[src/rtl/wb_tone_seq.sv]
// wb_tone_seq: Wishbone-slave note sequencer feeding a tone generator.
// Software queues {code, duration} notes into a FIFO. The sequencer plays
// them back in order, inserts GAP_TICKS silent ticks after each note, and
// flags "done" (optionally as an interrupt) when the queue drains.
//
// Ports:
//   clk, reset           - system clock, synchronous active-high reset
//   wb_adr_i[5:2]        - register select (0 STATUS, 1 NOTE, 2 CTRL, 3 PRESCALE)
//   wb_dat_i / wb_dat_o  - write data / registered read data
//   wb_sel_i             - ignored, all accesses are full-word
//   wb_cyc_i, wb_stb_i, wb_we_i, wb_ack_o - Wishbone handshake (2-cycle access)
//   tone_code            - code to the tone generator, 0 = silent
//   busy                 - sequencer FSM is not idle
//   irq                  - done & irq_en
module wb_tone_seq #(
    parameter int unsigned DEPTH     = 8,
    parameter int unsigned GAP_TICKS = 1
) (
    input  logic        clk,
    input  logic        reset,
    input  logic [31:0] wb_adr_i,
    input  logic [31:0] wb_dat_i,
    output logic [31:0] wb_dat_o,
    input  logic [3:0]  wb_sel_i,
    input  logic        wb_cyc_i,
    input  logic        wb_stb_i,
    output logic        wb_ack_o,
    input  logic        wb_we_i,
    output logic [7:0]  tone_code,
    output logic        busy,
    output logic        irq
);

    localparam int unsigned PW = $clog2(DEPTH);
    localparam int unsigned CW = $clog2(DEPTH) + 1;
    localparam logic [CW-1:0] FULL_CNT = CW'(DEPTH);

    typedef enum logic [1:0] {IDLE, PLAY, GAP} state_t;

    state_t        state;
    logic          ack;
    logic          run;
    logic          irq_en;
    logic [15:0]   prescale;
    logic [15:0]   presc_cnt;
    logic [15:0]   cnt;
    logic          done;
    logic          overflow;

    logic [7:0]    code_mem [DEPTH];
    logic [15:0]   dur_mem  [DEPTH];
    logic [PW-1:0] wr_ptr;
    logic [PW-1:0] rd_ptr;
    logic [CW-1:0] count;

    logic [3:0]    reg_sel;
    logic          access;
    logic          wr_en;
    logic          push_req;
    logic          push_ok;
    logic          flush_req;
    logic          clr_done;
    logic          clr_ovf;
    logic          full;
    logic          empty;
    logic          tick;
    logic          last_tick;
    logic          pop;
    logic [15:0]   head_dur;
    logic [15:0]   head_cnt;
    logic [4:0]    count_ext;
    logic [31:0]   rd_val;
    logic          unused_bits;

    assign unused_bits = ^{wb_sel_i, wb_adr_i[31:6], wb_adr_i[1:0], wb_dat_i[31:24], count_ext[4]};

    // Bus decode: an access acts in the first strobed cycle without ack.
    assign reg_sel   = wb_adr_i[5:2];
    assign access    = wb_stb_i & wb_cyc_i & ~ack;
    assign wr_en     = access & wb_we_i;
    assign push_req  = wr_en & (reg_sel == 4'd1);
    assign flush_req = wr_en & (reg_sel == 4'd2) & wb_dat_i[1];
    assign clr_done  = wr_en & (reg_sel == 4'd0) & wb_dat_i[3];
    assign clr_ovf   = wr_en & (reg_sel == 4'd0) & wb_dat_i[4];
    assign wb_ack_o  = wb_stb_i & wb_cyc_i & ack;

    assign full      = (count == FULL_CNT);
    assign empty     = (count == '0);
    assign busy      = (state != IDLE);
    assign irq       = done & irq_en;

    assign tick      = (presc_cnt == '0);
    assign last_tick = tick & (cnt == 16'd1);
    assign head_dur  = dur_mem[rd_ptr];
    assign head_cnt  = (head_dur == '0) ? 16'd1 : head_dur;
    // A push into a full FIFO is still accepted when the head leaves this cycle.
    assign push_ok   = push_req & (~full | pop);
    assign count_ext = 5'(count);

    // Pop only where the FSM is about to start a note; flush always wins.
    always_comb begin
        pop = 1'b0;
        if (!flush_req && run && !empty) begin
            unique case (state)
                IDLE:    pop = 1'b1;
                PLAY:    pop = last_tick && (GAP_TICKS == 0);
                GAP:     pop = last_tick;
                default: pop = 1'b0;
            endcase
        end
    end

    always_comb begin
        rd_val = '0;
        case (reg_sel)
            4'd0:    rd_val = {20'b0, count_ext[3:0], 3'b0, overflow, done, empty, full, busy};
            4'd2:    rd_val = {29'b0, irq_en, 1'b0, run};
            4'd3:    rd_val = {16'b0, prescale};
            default: rd_val = '0;
        endcase
    end

    always_ff @(posedge clk) begin
        if (reset) begin
            ack      <= 1'b0;
            wb_dat_o <= '0;
            run      <= 1'b0;
            irq_en   <= 1'b0;
            prescale <= '0;
        end else begin
            ack      <= access;
            wb_dat_o <= (access && !wb_we_i) ? rd_val : '0;
            if (wr_en && reg_sel == 4'd2) begin
                run    <= wb_dat_i[0];
                irq_en <= wb_dat_i[2];
            end
            if (wr_en && reg_sel == 4'd3) begin
                prescale <= wb_dat_i[15:0];
            end
        end
    end

    always_ff @(posedge clk) begin
        if (push_ok) begin
            code_mem[wr_ptr] <= wb_dat_i[7:0];
            dur_mem[wr_ptr]  <= wb_dat_i[23:8];
        end
    end

    always_ff @(posedge clk) begin
        if (reset) begin
            wr_ptr   <= '0;
            rd_ptr   <= '0;
            count    <= '0;
            overflow <= 1'b0;
        end else begin
            if (clr_ovf) begin
                overflow <= 1'b0;
            end
            if (push_req && !push_ok) begin
                overflow <= 1'b1;
            end
            if (flush_req) begin
                wr_ptr <= '0;
                rd_ptr <= '0;
                count  <= '0;
            end else begin
                if (push_ok) begin
                    wr_ptr <= wr_ptr + 1'b1;
                end
                if (pop) begin
                    rd_ptr <= rd_ptr + 1'b1;
                end
                if (push_ok && !pop) begin
                    count <= count + 1'b1;
                end else if (pop && !push_ok) begin
                    count <= count - 1'b1;
                end
            end
        end
    end

    always_ff @(posedge clk) begin
        if (reset) begin
            state     <= IDLE;
            tone_code <= '0;
            cnt       <= '0;
            presc_cnt <= '0;
            done      <= 1'b0;
        end else begin
            presc_cnt <= tick ? prescale : presc_cnt - 1'b1;
            if (clr_done) begin
                done <= 1'b0;
            end
            if (flush_req || (state != IDLE && !run)) begin
                state     <= IDLE;
                tone_code <= '0;
            end else if (pop) begin
                state     <= PLAY;
                tone_code <= code_mem[rd_ptr];
                cnt       <= head_cnt;
                presc_cnt <= prescale;
            end else if (state != IDLE && tick) begin
                if (cnt != 16'd1) begin
                    cnt <= cnt - 1'b1;
                end else if (state == PLAY && GAP_TICKS != 0) begin
                    state     <= GAP;
                    tone_code <= '0;
                    cnt       <= 16'(GAP_TICKS);
                    presc_cnt <= prescale;
                end else begin
                    // No pop with run set means the queue has drained.
                    state     <= IDLE;
                    tone_code <= '0;
                    if (empty) begin
                        done <= 1'b1;
                    end
                end
            end
        end
    end

endmodule

[config.mk]
export PLATFORM = sky130hd
export DESIGN_NAME = wb_tone_seq
export DESIGN_NICKNAME = d
export VERILOG_FILES = /design/src/rtl/wb_tone_seq.sv
export SDC_FILE = /design/constraint.sdc
export NUM_CORES = 1
export LEC_CHECK = 0
export ABC_AREA = 1
export CORE_MARGIN = 4
export CORE_UTILIZATION = 40
export CTS_CLUSTER_SIZE = 16
export DETAILED_ROUTE_END_ITERATION = 12
export PLACE_DENSITY = 0.63
export SETUP_SLACK_MARGIN = 0.15
export SYNTH_ARGS = -nofsm -noshare
export SYNTH_HDL_FRONTEND = slang
export SYNTH_SLANG_ARGS = --single-unit
[constraint.sdc]
create_clock -name clk -period 7.8 [get_ports clk]
set_input_delay 1.17 -clock clk [delete_from_list [all_inputs] [get_ports clk]]
set_output_delay 1.17 -clock clk [all_outputs]
set_load 0.01 [all_outputs]
==> reports/summary.txt, run 1 <==
OUTCOME
--------------------------------------------------------------------------------------
Run status .............................................................. complete, no violations

CLOCK TREE
--------------------------------------------------------------------------------------
Deepest clock path buffer count .........................................            3
CTS buffer count ........................................................           31
Post-CTS setup buffer count .............................................            0
Clock tree from TritonCTS ...............................................          yes
Latest clock arrival within the worst-skew pair .........................      0.57 ns
# hold bufs at CTS ......................................................            0
Cells resized by post-CTS repair ........................................            0
Clock tree root buffer cell .............................................    clkbuf_16
Number of clock sinks seen by CTS .......................................          284
Clk pin slew, worst setup/hold paths ....................................      0.06 ns
Number of H-tree levels .................................................            1

FLOORPLAN
--------------------------------------------------------------------------------------
Core area ...............................................................    31500 µm²
Die Outline Area ........................................................    34800 µm²
Starting density of the core ............................................        40.5%
Horizontal die dimension ................................................       187 µm
Number of rows in the core area .........................................           65
Vert. Die Dim ...........................................................       187 µm
Number of placed I/O pins ...............................................          116

SYNTH
--------------------------------------------------------------------------------------
Post-Syn Area per Cell ..................................................     8.93 µm²
Cell variety after synth ................................................           35
Yosys Warn Count ........................................................            0
Flip-flop cell with the highest count after synthesis ...................     edfxtp_1
Number of instances in the synthesized netlist ..........................         1427
Synth Register Bits .....................................................          284
Netlist area before placement ...........................................    12700 µm²
Proportion of synthesized flip-flops having asynchronous set or reset ...           0%
Number of synthesized flops with an enable pin ..........................          192
Portion of the post-synthesis area used by sequential elements ..........        59.7%

TIMING
--------------------------------------------------------------------------------------
Worst hold margin .......................................................     0.468 ns
Worst rel slew slack ....................................................        33.5%
Max Clock Skew ..........................................................    0.0166 ns
Number of hold-slack violations in the final timing report ..............            0
Share of the clock period used by the worst path after layout ...........        54.5%
Final count of negative-setup-slack endpoints ...........................            0
Unrepaired setup endpoints after global routing .........................           no
Number of slew-limit violations in the final report .....................            0
Setup TNS after final layout ............................................         0 ns
Worst slew pin tran .....................................................     0.989 ns
Fmax ....................................................................      235 MHz
Min Tclk post-route .....................................................      4.25 ns

WORST SETUP PATH
--------------------------------------------------------------------------------------
Longest individual stage delay on the worst path ........................      0.52 ns
Crit Path Max Fanout ....................................................           52
Crit Path Category ......................................................    in -> reg
Data arrival time of the worst path .....................................      4.70 ns
CP dominant cell by count ...............................................       nor2_1
Cell Chain, Critical Path ............................................... clkdlybuf4s50_1 > or2_1 > nor3_4 > nand2_2 > nor2_2 > nor2_2 > nand2_2 > buf_4 > nand2_1 > nand2_1 > inv_2 > ha_1 > inv_1 > ha_1 > a21oi_1 > nor2_1 > nor2_1 > nor2_1 > nor2_1 > nand2_1 > o21ai_0 > a21oi_1
Number of cells traversed by the worst register-to-register path ........           22
Startpoint Class ........................................................   input port
Worst-case register-to-register setup slack .............................      4.36 ns
Library cell contributing the largest single delay on the critical path .        buf_4
CP Capture Type .........................................................     register
Worst Path Required .....................................................      8.25 ns
Capture point of the worst reg-to-reg path ..............................     count[3]
Launch point of the worst reg-to-reg path ...............................          ack

ROUTING
--------------------------------------------------------------------------------------
Wire length the detailed router placed on met1 ..........................     13900 µm
Starting DRT DRC Count ..................................................          731
Routed WL ...............................................................     31200 µm
Number of nets still failing antenna checks after routing ...............            0
Post-detailed-route DRC marker count ....................................            0
Vias per cell ...........................................................         5.08
Highest layer used for signal routing ...................................         met4
Routed len/inst .........................................................      16.4 µm
Met2 wire len ...........................................................     14500 µm
Total iterations of the first detailed-routing run ......................            5
Met3 Routed Length ......................................................      2020 µm
Routed via count ........................................................         9629

PLACEMENT
--------------------------------------------------------------------------------------
Number of I/O port buffers ..............................................           59
Final Wtd Congestion ....................................................        0.839
DP HPWL .................................................................     18800 µm

FINAL LAYOUT
--------------------------------------------------------------------------------------
Synthesis-to-finish area growth .........................................        15.1%
Most common cell after layout, fill and taps aside ......................      nand2_1
Number of fill cells in the layout ......................................         2920
Fraction of layout cells with a size suffix above 1 .....................        6.49%
Top library cells by usage in the layout, fill and taps aside ........... 464 x nand2_1, 192 x edfxtp_1, 137 x inv_1, 131 x nand3_1, 98 x a21oi_1
Nets@finish .............................................................         1553
Count of antenna diodes in the layout ...................................            0

JOB
--------------------------------------------------------------------------------------
Number of max-capacitance violations reported ...........................            0

GRT
--------------------------------------------------------------------------------------
Maximum number of pins on one net before global-route repair ............           86
Gr ovfl total ...........................................................            0
First-pass GRT wire length ..............................................     50200 µm
Gr usage total ..........................................................        17.6%
Vias in the first global route ..........................................         9361
Antenna violations before repair ........................................            0

PWR
--------------------------------------------------------------------------------------
Leak pwr ................................................................      5.87 nW
Power per cell area .....................................................   238 nW/µm²
Combinational Power Share ...............................................        11.4%
Cell Int Power ..........................................................      2.61 mW
Relative contribution of sequential cells to total power ................        48.3%
Proportion of power drawn by the clock network ..........................        40.3%
Switching power as a share of total power ...............................        25.1%
Switching pwr ...........................................................     0.877 mW
Max IR drop VDD .........................................................     0.192 mV

WORST HOLD PATH
--------------------------------------------------------------------------------------
Type of the worst min-delay path ........................................   reg -> reg
Hold Path Sink ..........................................................     overflow
Instance count along the most critical hold path ........................            2
Hold Crit Start .........................................................     overflow

## area by class of cell
cell class                      count  area [µm²]  share of cell area, %
Timing Repair Buffer               77         726                   4.95
Sequential cell                   284        7610                   51.9
Tap cell                          402         503                   3.43
Multi-Input combinational cell    932        4290                   29.2
Clock inverter                     14        95.1                  0.648
Inverter                          144         543                   3.70
Clock buffer                       44         908                   6.19
## metal layers
metal  global-route usage, %  vias up
met1                    23.6     4552
met3                    2.86       52
met5                       0        -
met4                    4.81        0
met2                    29.8      298
li1                        -     4727
## flip-flops by register name (all words and copies together) (netlist names), named ones only
name       count
dur_mem      128
code_mem      64
cnt           16
presc_cnt     16
prescale      16
wb_dat_o      16
tone_code      8
count          4
rd_ptr         3
wr_ptr         3
state          2
ack            1
done           1
irq_en         1
overflow       1
run            1
## cell families (layout without fill, tap and decap cells)
group / Yosys count / after routing / synth area share, %
AND/OR/NAND/NOR: 727 / 727 / 23.6
flip-flops: 284 / 284 / 59.7
buffers and inverters: 226 / 279 / 7.49
AO/OA/AOI/OAI: 155 / 155 / 6.54
XOR/XNOR: 24 / 24 / 1.65
adder cells (fa/ha/maj): 10 / 10 / 1.04
other: 1 / 16 / 0.0294
## power groups by stage
stage	Sequential [mW]	Clock, mW	Combinational (mW)
final	1.68	1.40	0.399
after global routing	1.69	1.50	0.468
after CTS	1.68	1.43	0.399
after detailed placement	1.71	0	0.396
after global placement	1.71	0	0.388
after floorplan	1.70	0	0.314
## stage by stage
stage               instance area, µm²  instances  total power [mW]  setup WS [ns]  utilization [%]
global route                     14700       1897              3.66           3.23             46.6
detailed placement               13700       1839              2.11           3.01             43.4
global placement                 13700       1839              2.10           3.07             43.4
finish                           14700       1897              3.49           3.55             46.6
CTS                              14700       1897              3.51           3.59             46.6
floorplan                        12800       1442              2.02           3.44                -
## worst max-delay path by stage
stage,startpoint,to,slack (ns),cells past startpoint
after floorplan,wb_adr_i[5],code_mem[2][0],3.44,12
after global placement,wb_adr_i[5],count[3],3.07,22
after detailed placement,wb_adr_i[5],count[3],3.01,22
after CTS,wb_adr_i[5],count[3],3.59,22
after global routing,wb_adr_i[5],count[3],3.23,22
final,wb_adr_i[5],count[3],3.55,22
## worst max-delay path: cells and delay by family
kind | cells | cell delay, ns
simple gates | 13 | 1.57
fa+ha+maj | 2 | 0.46
buf+inv | 4 | 1.11
compound gates | 3 | 0.36
## Yosys cell counts, types with 2 or more instances
| cell type | number | area share (%) |
|---|---|---|
| nand2_1 | 464 | 14 |
| edfxtp_1 | 192 | 45 |
| inv_1 | 137 | 4.0 |
| nand3_1 | 131 | 5.1 |
| a21oi_1 | 98 | 3.8 |
| dfxtp_1 | 92 | 14 |
| nor2_1 | 83 | 2.4 |
| o21ai_0 | 44 | 1.7 |
| clkbuf_1 | 38 | 1.1 |
| nor3_1 | 29 | 1.1 |
| buf_2 | 20 | 0.79 |
| xor2_1 | 19 | 1.3 |
| buf_4 | 17 | 1.0 |
| ha_1 | 9 | 0.88 |
| a32o_1 | 8 | 0.63 |
| nor4_1 | 6 | 0.29 |
| buf_1 | 5 | 0.15 |
| xnor2_1 | 5 | 0.34 |
| clkinv_1 | 3 | 0.088 |
| inv_2 | 3 | 0.088 |
| nand2_2 | 3 | 0.15 |
| nand4_1 | 3 | 0.15 |
| a221oi_1 | 2 | 0.14 |
| buf_6 | 2 | 0.18 |
| nor2_2 | 2 | 0.098 |
| nor3_4 | 2 | 0.26 |
| or2_1 | 2 | 0.098 |
Power figures use the tool's default switching activity.
==> run 2: changes to the inputs <==
--- a/config.mk
+++ b/config.mk
@@ -10,7 +10,7 @@
 export CORE_UTILIZATION = 40
 export CTS_CLUSTER_SIZE = 16
 export DETAILED_ROUTE_END_ITERATION = 12
-export PLACE_DENSITY = 0.63
+export PLACE_DENSITY = 0.65
 export SETUP_SLACK_MARGIN = 0.15
 export SYNTH_ARGS = -nofsm -noshare
 export SYNTH_HDL_FRONTEND = slang
==> constraint.sdc (replaced) <==
create_clock -name clk -period 3.7 [get_ports clk]
set_input_delay 0.555 -clock clk [delete_from_list [all_inputs] [get_ports clk]]
set_output_delay 0.555 -clock clk [all_outputs]
set_load 0.01 [all_outputs]
==> run 2 against run 1 <==
Effect of this change:
- flip-flop and latch count is the same
- sequential share of layout area fell by 0.29 points
- core utilization grew 0.26 points
- worst setup slack worse by 2.8 ns
- critical path depth shrank 1
- hold slack gained 0.0054 ns
- cell count up 0.37%
- critical path type is now reg -> reg
==> reports/summary.txt, run 2 (same netlist as run 1, synthesis figures left out) <==
OUTCOME
--------------------------------------------------------------------------------------
Run status .............................................................. complete, no violations

ROUTING
--------------------------------------------------------------------------------------
Vias per cell ...........................................................         5.04   -0.77%
Routed via count ........................................................         9590   -0.41%
Total iterations of the first detailed-routing run ......................            5   unchanged
Starting DRT DRC Count ..................................................          709   -3.0%
Number of nets still failing antenna checks after routing ...............            0   unchanged
Routed WL ...............................................................     31400 µm   +0.75%
Post-detailed-route DRC marker count ....................................            0   unchanged
Routed len/inst .........................................................      16.5 µm   +0.38%

CLOCK TREE
--------------------------------------------------------------------------------------
Clk pin slew, worst setup/hold paths ....................................      0.06 ns   about the same
# hold bufs at CTS ......................................................            0   unchanged
Number of clock sinks seen by CTS .......................................          284   unchanged
CTS buffer count ........................................................           29   -6.5%
Clock tree root buffer cell .............................................    clkbuf_16
Latest clock arrival within the worst-skew pair .........................      0.56 ns   about the same
Deepest clock path buffer count .........................................            3   unchanged
Clock tree from TritonCTS ...............................................          yes
Post-CTS setup buffer count .............................................            0   unchanged
Number of H-tree levels .................................................            1   unchanged
Cells resized by post-CTS repair ........................................            0   unchanged

WORST SETUP PATH
--------------------------------------------------------------------------------------
Library cell contributing the largest single delay on the critical path .      dfxtp_1
Launch point of the worst reg-to-reg path ...............................       cnt[1]
Startpoint Class ........................................................     register
Crit Path Max Fanout ....................................................            5   -90%
Combined buffer and inverter count along the critical path ..............            4   unchanged
Longest individual stage delay on the worst path ........................      0.34 ns   -0.18 ns
Family with the most delay on the worst path ............................ simple AND/OR/NAND/NOR gates
Cell Chain, Critical Path ............................................... inv_1 > ha_1 > inv_1 > nor3_1 > nand3_1 > o21ai_2 > nand2_2 > nand2_1 > nand2_1 > inv_2 > ha_1 > inv_1 > ha_1 > a21oi_1 > nor2_1 > nor2_1 > nor2_1 > nor2_1 > nand2_1 > o21ai_0 > a21oi_1
Data arrival time of the worst path .....................................      3.40 ns   -1.30 ns
Worst Path Required .....................................................      4.14 ns   -4.11 ns
CP Capture Type .........................................................     register
CP dominant cell by count ...............................................       nor2_1
Launch point of the critical path .......................................       cnt[1]
Crit Path Category ......................................................   reg -> reg

GRT
--------------------------------------------------------------------------------------
Vias in the first global route ..........................................         9295   -0.71%
Gr usage total ..........................................................        17.7%   +0.10 points
Antenna violations before repair ........................................            0   unchanged
Gr ovfl total ...........................................................            0   unchanged
Maximum number of pins on one net before global-route repair ............           97   +13%
First-pass GRT wire length ..............................................     49900 µm   -0.55%

TIMING
--------------------------------------------------------------------------------------
Unrepaired setup endpoints after global routing .........................           no
Number of slew-limit violations in the final report .....................            0   unchanged
Worst slew pin tran .....................................................      1.07 ns   +0.0845 ns
Worst rel slew slack ....................................................        28.4%   -5.1 points
Fmax ....................................................................      338 MHz
Setup TNS after final layout ............................................         0 ns   unchanged
Min Tclk post-route .....................................................      2.96 ns
Final count of negative-setup-slack endpoints ...........................            0   unchanged
Worst hold margin .......................................................     0.473 ns   +0.00541 ns
Share of the clock period used by the worst path after layout ...........        79.9%
Number of hold-slack violations in the final timing report ..............            0   unchanged
Max Clock Skew ..........................................................    0.0117 ns   -0.00489 ns

FINAL LAYOUT
--------------------------------------------------------------------------------------
Utilization of the core after routing ...................................        46.9%   +0.26 points
Flip-flop count of the largest register, all copies and words added .....          128   unchanged
Top library cells by usage in the layout, fill and taps aside ........... 464 x nand2_1, 192 x edfxtp_1, 137 x inv_1, 131 x nand3_1, 98 x a21oi_1
Fraction of layout cells with a size suffix above 1 .....................        6.59%   +0.10 points
Nets@finish .............................................................         1562   +0.58%
Count of antenna diodes in the layout ...................................            0   unchanged
Register with the highest flop count ....................................      dur_mem
Synthesis-to-finish area growth .........................................        15.7%
Most common cell after layout, fill and taps aside ......................      nand2_1
Top flop regs ........................................................... dur_mem x128, code_mem x64

FLOORPLAN
--------------------------------------------------------------------------------------
Horizontal die dimension ................................................       187 µm   unchanged
Number of rows in the core area .........................................           65   unchanged
Core area ...............................................................    31500 µm²   unchanged
Vert. Die Dim ...........................................................       187 µm   unchanged
Starting density of the core ............................................        40.5%   unchanged
Number of placed I/O pins ...............................................          116   unchanged
Die Outline Area ........................................................    34800 µm²   unchanged

PLACEMENT
--------------------------------------------------------------------------------------
Number of I/O port buffers ..............................................           59   unchanged
Final Wtd Congestion ....................................................        0.868   +3.4%
DP HPWL .................................................................     19300 µm   +2.6%

WORST HOLD PATH
--------------------------------------------------------------------------------------
Hold Crit Start .........................................................     overflow
Type of the worst min-delay path ........................................   reg -> reg

PWR
--------------------------------------------------------------------------------------
Total Power Consumption .................................................      7.33 mW   +110%
Max IR drop VDD .........................................................     0.384 mV   +100%
Power per cell area .....................................................   497 nW/µm²   +110%
Leak pwr ................................................................      5.92 nW   +0.78%

JOB
--------------------------------------------------------------------------------------
Number of max-capacitance violations reported ...........................            0   unchanged

run 2: changes by cell type in the layout (fill, tap and decap cells not counted), sizes merged:
| cell | delta |
|---|---|
| clkinv | -6 |
| buf | +11 |
| clkinvlp | -3 |
| bufinv | +1 |
| clkbuf | +4 |
run 2: metal layers:
layer	routed length [µm]	up-vias	track usage, %
li1	-	4746	-
met1	13700	4483	23.9
met2	14800	313	30.0
met3	2120	48	2.60
met4	782	0	4.84
met5	0	-	0
run 2: final timing paths:
check,endpoint,slack (ns),cells past startpoint
setup / recovery,count[3],0.74,21
setup reg to reg,count[3],0.74,21
hold / removal,overflow,0.47,2
hold reg to reg,overflow,0.47,2
run 2: worst reg2reg max path: stages, from the launching register on:
cell and delay, ns:
dfxtp_1 0.34, inv_1 0.09, ha_1 0.14, inv_1 0.05, nor3_1 0.13, nand3_1 0.23
o21ai_2 0.24, nand2_2 0.09, nand2_1 0.06, nand2_1 0.08, inv_2 0.11, ha_1 0.20
inv_1 0.09, ha_1 0.28, a21oi_1 0.15, nor2_1 0.06, nor2_1 0.12, nor2_1 0.05
nor2_1 0.09, nand2_1 0.07, o21ai_0 0.14, a21oi_1 0.05
run 2: cell type report:
class                   instances  area (µm²)
clock buffers                  48         898
clock inverters                 6        73.8
fillers                      2836       16700
inverters                     144         543
multi-input cells             932        4290
flip-flops and latches        284        7610
well taps                     402         503
repair buffers                 88         833
run 2: power breakdown:
part,internal [mW],leakage [nW],switching (mW)
sequential,3.47,2.47,0.0798
combinational,0.323,2.97,0.535
clock,1.73,0.479,1.20
total,5.52,5.92,1.82
run 2: stage by stage:
step           instances  instance area [µm²]  setup WS (ns)
3_5_place_dp        1850                13800          0.245
5_1_grt             1904                14800          0.320
2_1_floorplan       1442                12800        -0.0401
4_1_cts             1904                14800          0.746
6_report            1904                14800          0.743
3_3_place_gp        1850                13800          0.259
==> run 3: changes to the inputs <==
--- a/config.mk
+++ b/config.mk
@@ -10,7 +10,7 @@
 export CORE_UTILIZATION = 40
 export CTS_CLUSTER_SIZE = 16
 export DETAILED_ROUTE_END_ITERATION = 12
-export PLACE_DENSITY = 0.65
+export PLACE_DENSITY = 0.63
 export SETUP_SLACK_MARGIN = 0.15
 export SYNTH_ARGS = -nofsm -noshare
 export SYNTH_HDL_FRONTEND = slang
==> constraint.sdc (replaced) <==
create_clock -name clk -period 2.8 [get_ports clk]
set_input_delay 0.42 -clock clk [delete_from_list [all_inputs] [get_ports clk]]
set_output_delay 0.42 -clock clk [all_outputs]
set_load 0.01 [all_outputs]
==> run 3 against run 2 <==
Effect of this change:
- combinational power increased by 62%
- largest power group unchanged
- wire length increased by 3.5%
- core utilization increased by 2.4 points
- non-clock buffer count increased by 56
- sequential power increased by 32%
- final area increased by 5.2%
- critical path depth unchanged
==> reports/summary.txt, run 3 (same netlist as run 1, synthesis figures left out) <==
PWR
--------------------------------------------------------------------------------------
Power per cell area .....................................................   651 nW/µm²   +31%
Combinational Power Share ...............................................        13.8%   +2.1 points
Relative contribution of sequential cells to total power ................        46.4%   -2.0 points
Max IR drop VDD .........................................................     0.495 mV   +29%
Total Power Consumption .................................................      10.1 mW   +38%
Proportion of power drawn by the clock network ..........................        39.8%   -0.2 points
Leak pwr ................................................................      6.28 nW   +6.1%
Switching pwr ...........................................................      2.54 mW   +40%
Cell Int Power ..........................................................      7.56 mW   +37%
Switching power as a share of total power ...............................        25.1%   +0.35 points

FLOORPLAN
--------------------------------------------------------------------------------------
Vert. Die Dim ...........................................................       187 µm   unchanged
Number of rows in the core area .........................................           65   unchanged
Core area ...............................................................    31500 µm²   unchanged
Horizontal die dimension ................................................       187 µm   unchanged
Starting density of the core ............................................        40.5%   unchanged
Number of placed I/O pins ...............................................          116   unchanged
Die Outline Area ........................................................    34800 µm²   unchanged

FINAL LAYOUT
--------------------------------------------------------------------------------------
Top flop regs ........................................................... dur_mem x128, code_mem x64
Top library cells by usage in the layout, fill and taps aside ........... 462 x nand2_1, 192 x edfxtp_1, 129 x nand3_1, 129 x inv_1, 97 x a21oi_1
Flip-flop count of the largest register, all copies and words added .....          128   unchanged
Fraction of layout cells with a size suffix above 1 .....................        12.2%   +5.6 points
Synthesis-to-finish area growth .........................................        21.7%
Count of antenna diodes in the layout ...................................            0   unchanged
Final std cells w/o fill ................................................         1964   +3.2%
Number of fill cells in the layout ......................................         2831   -0.18%
Nets@finish .............................................................         1620   +3.7%
Utilization of the core after routing ...................................        49.3%   +2.4 points
Register with the highest flop count ....................................      dur_mem
Most common cell after layout, fill and taps aside ......................      nand2_1

CLOCK TREE
--------------------------------------------------------------------------------------
CTS buffer count ........................................................           31   +6.9%
Clock tree root buffer cell .............................................    clkbuf_16
Clk pin slew, worst setup/hold paths ....................................      0.06 ns   about the same
Clock tree from TritonCTS ...............................................          yes
Number of clock sinks seen by CTS .......................................          284   unchanged
# hold bufs at CTS ......................................................            0   unchanged
Latest clock arrival within the worst-skew pair .........................      0.56 ns   about the same
Deepest clock path buffer count .........................................            3   unchanged
Number of H-tree levels .................................................            1   unchanged

TIMING
--------------------------------------------------------------------------------------
Final count of negative-setup-slack endpoints ...........................            0   unchanged
Number of hold-slack violations in the final timing report ..............            0   unchanged
Worst slew pin tran .....................................................     0.730 ns   -0.344 ns
Unrepaired setup endpoints after global routing .........................          yes
Fmax ....................................................................      393 MHz   +16%
Worst hold margin .......................................................     0.473 ns   +0.000237 ns
Number of slew-limit violations in the final report .....................            0   unchanged
Max Clock Skew ..........................................................    0.0114 ns   -0.000255 ns
Share of the clock period used by the worst path after layout ...........        90.9%   +11 points
Min Tclk post-route .....................................................      2.54 ns   -0.412 ns
Worst rel slew slack ....................................................        51.3%   +23 points

ROUTING
--------------------------------------------------------------------------------------
Routed via count ........................................................         9879   +3.0%
Wire length the detailed router placed on met1 ..........................     14600 µm   +6.3%
Met3 Routed Length ......................................................      1880 µm   -11%
Post-detailed-route DRC marker count ....................................            0   unchanged
Highest layer used for signal routing ...................................         met4
Met2 wire len ...........................................................     15200 µm   +2.6%
Routed len/inst .........................................................      16.6 µm   +0.38%
Total iterations of the first detailed-routing run ......................            5   unchanged
Starting DRT DRC Count ..................................................          737   +3.9%
Vias per cell ...........................................................         5.03   -0.13%
Number of nets still failing antenna checks after routing ...............            0   unchanged
Routed WL ...............................................................     32500 µm   +3.5%

WORST SETUP PATH
--------------------------------------------------------------------------------------
Number of cells traversed by the worst register-to-register path ........           21   unchanged
Startpoint Class ........................................................     register
Combined buffer and inverter count along the critical path ..............            4   unchanged
Data arrival time of the worst path .....................................      2.99 ns   -0.41 ns
Launch point of the critical path .......................................       cnt[1]
Cell Chain, Critical Path ............................................... inv_2 > ha_4 > inv_2 > nor3_2 > nand3_2 > o21ai_4 > nand2_2 > nand2_2 > nand2_2 > inv_2 > ha_4 > inv_4 > ha_4 > a21oi_2 > nor2_1 > nor2_1 > nor2_1 > nor2_1 > nand2_1 > o21ai_1 > a21oi_1
Worst-case register-to-register setup slack .............................      0.26 ns   -0.49 ns
Launch point of the worst reg-to-reg path ...............................       cnt[1]
Crit Path Category ......................................................   reg -> reg
Library cell contributing the largest single delay on the critical path .      dfxtp_2
Crit Path Max Fanout ....................................................            3   -2
CP Capture Type .........................................................     register
Family with the most delay on the worst path ............................ simple AND/OR/NAND/NOR gates
Worst Path Required .....................................................      3.25 ns   -0.89 ns
Capture point of the worst reg-to-reg path ..............................     count[3]
CP dominant cell by count ...............................................       nor2_1
Longest individual stage delay on the worst path ........................      0.32 ns   -0.02 ns

PLACEMENT
--------------------------------------------------------------------------------------
Final Wtd Congestion ....................................................        0.853   -1.8%
DP HPWL .................................................................     20300 µm   +5.4%
Number of I/O port buffers ..............................................           59   unchanged
Placed Cells incl. Taps .................................................         1901   +2.8%

JOB
--------------------------------------------------------------------------------------
Number of max-capacitance violations reported ...........................            0   unchanged

GRT
--------------------------------------------------------------------------------------
Gr usage total ..........................................................        18.2%   +0.55 points
Gr ovfl total ...........................................................            0   unchanged
First-pass GRT wire length ..............................................     52000 µm   +4.1%
Antenna violations before repair ........................................            0   unchanged
Vias in the first global route ..........................................         9783   +5.3%
Maximum number of pins on one net before global-route repair ............           97   unchanged

WORST HOLD PATH
--------------------------------------------------------------------------------------
Hold Crit Start .........................................................     overflow
Hold Path Sink ..........................................................  wb_dat_o[4]
Type of the worst min-delay path ........................................   reg -> reg
Instance count along the most critical hold path ........................            2   unchanged

OUTCOME
--------------------------------------------------------------------------------------
Run status .............................................................. complete, no violations

[run 3: through the flow]
stage | instance area (µm²) | worst slack, ns | TNS [ns]
3_3_place_gp | 14300 | -0.326 | -10.62
3_5_place_dp | 14300 | -0.306 | -16.92
2_1_floorplan | 12800 | -0.151 | -27.48
4_1_cts | 15400 | 0.173 | 0
5_1_grt | 15500 | 0.0490 | 0
6_report | 15500 | 0.255 | 0
[run 3: power by group through the flow]
stage	clock network, mW	logic [mW]	registers (mW)
5_1_grt	4.25	1.59	4.70
6_report	4.02	1.39	4.68
2_1_floorplan	0	0.876	4.75
4_1_cts	4.08	1.30	4.66
3_5_place_dp	0	1.27	4.74
3_3_place_gp	0	1.25	4.74
[run 3: final cells by class]
class | count | area, µm² | share of cell area, %
Sequential cell | 284 | 7620 | 49.1
Inverter | 144 | 546 | 3.52
Tap cell | 402 | 503 | 3.24
Multi-Input combinational cell | 932 | 4470 | 28.8
Timing Repair Buffer | 144 | 1370 | 8.81
Clock inverter | 14 | 129 | 0.831
Clock buffer | 44 | 887 | 5.72
[run 3: worst max-delay path by stage]
stage                                 to  slack [ns]  cells after the start
after floorplan           code_mem[0][0]       -0.15                     12
after global placement          count[3]       -0.33                     22
after detailed placement        count[3]       -0.31                     22
after CTS                       count[3]        0.17                     20
final                           count[3]        0.26                     21
after global routing            count[3]        0.05                     20
[run 3: worst register-to-register path, delay by kind of cell, from the launching register on]
family	cells	cell delay (ns)
and+or+nand+nor	10	0.90
adders and majority gates	3	0.48
buffers and inverters	4	0.24
AOI/OAI and AO/OA	4	0.49
DFF	1	0.32
[run 3: routing by layer]
layer / track usage (%) / up-vias
met5: 0 / -
met4: 5.49 / 0
met3: 2.32 / 63
met2: 30.7 / 284
met1: 24.8 / 4648
li1: - / 4884
[run 3: what timing repair did]
action,in CTS,in global routing
setup endpoints to repair,2,157
buffers inserted,3,2
pin swaps,15,17
endpoints found under the hold margin,0,0
gates resized for setup,10,31
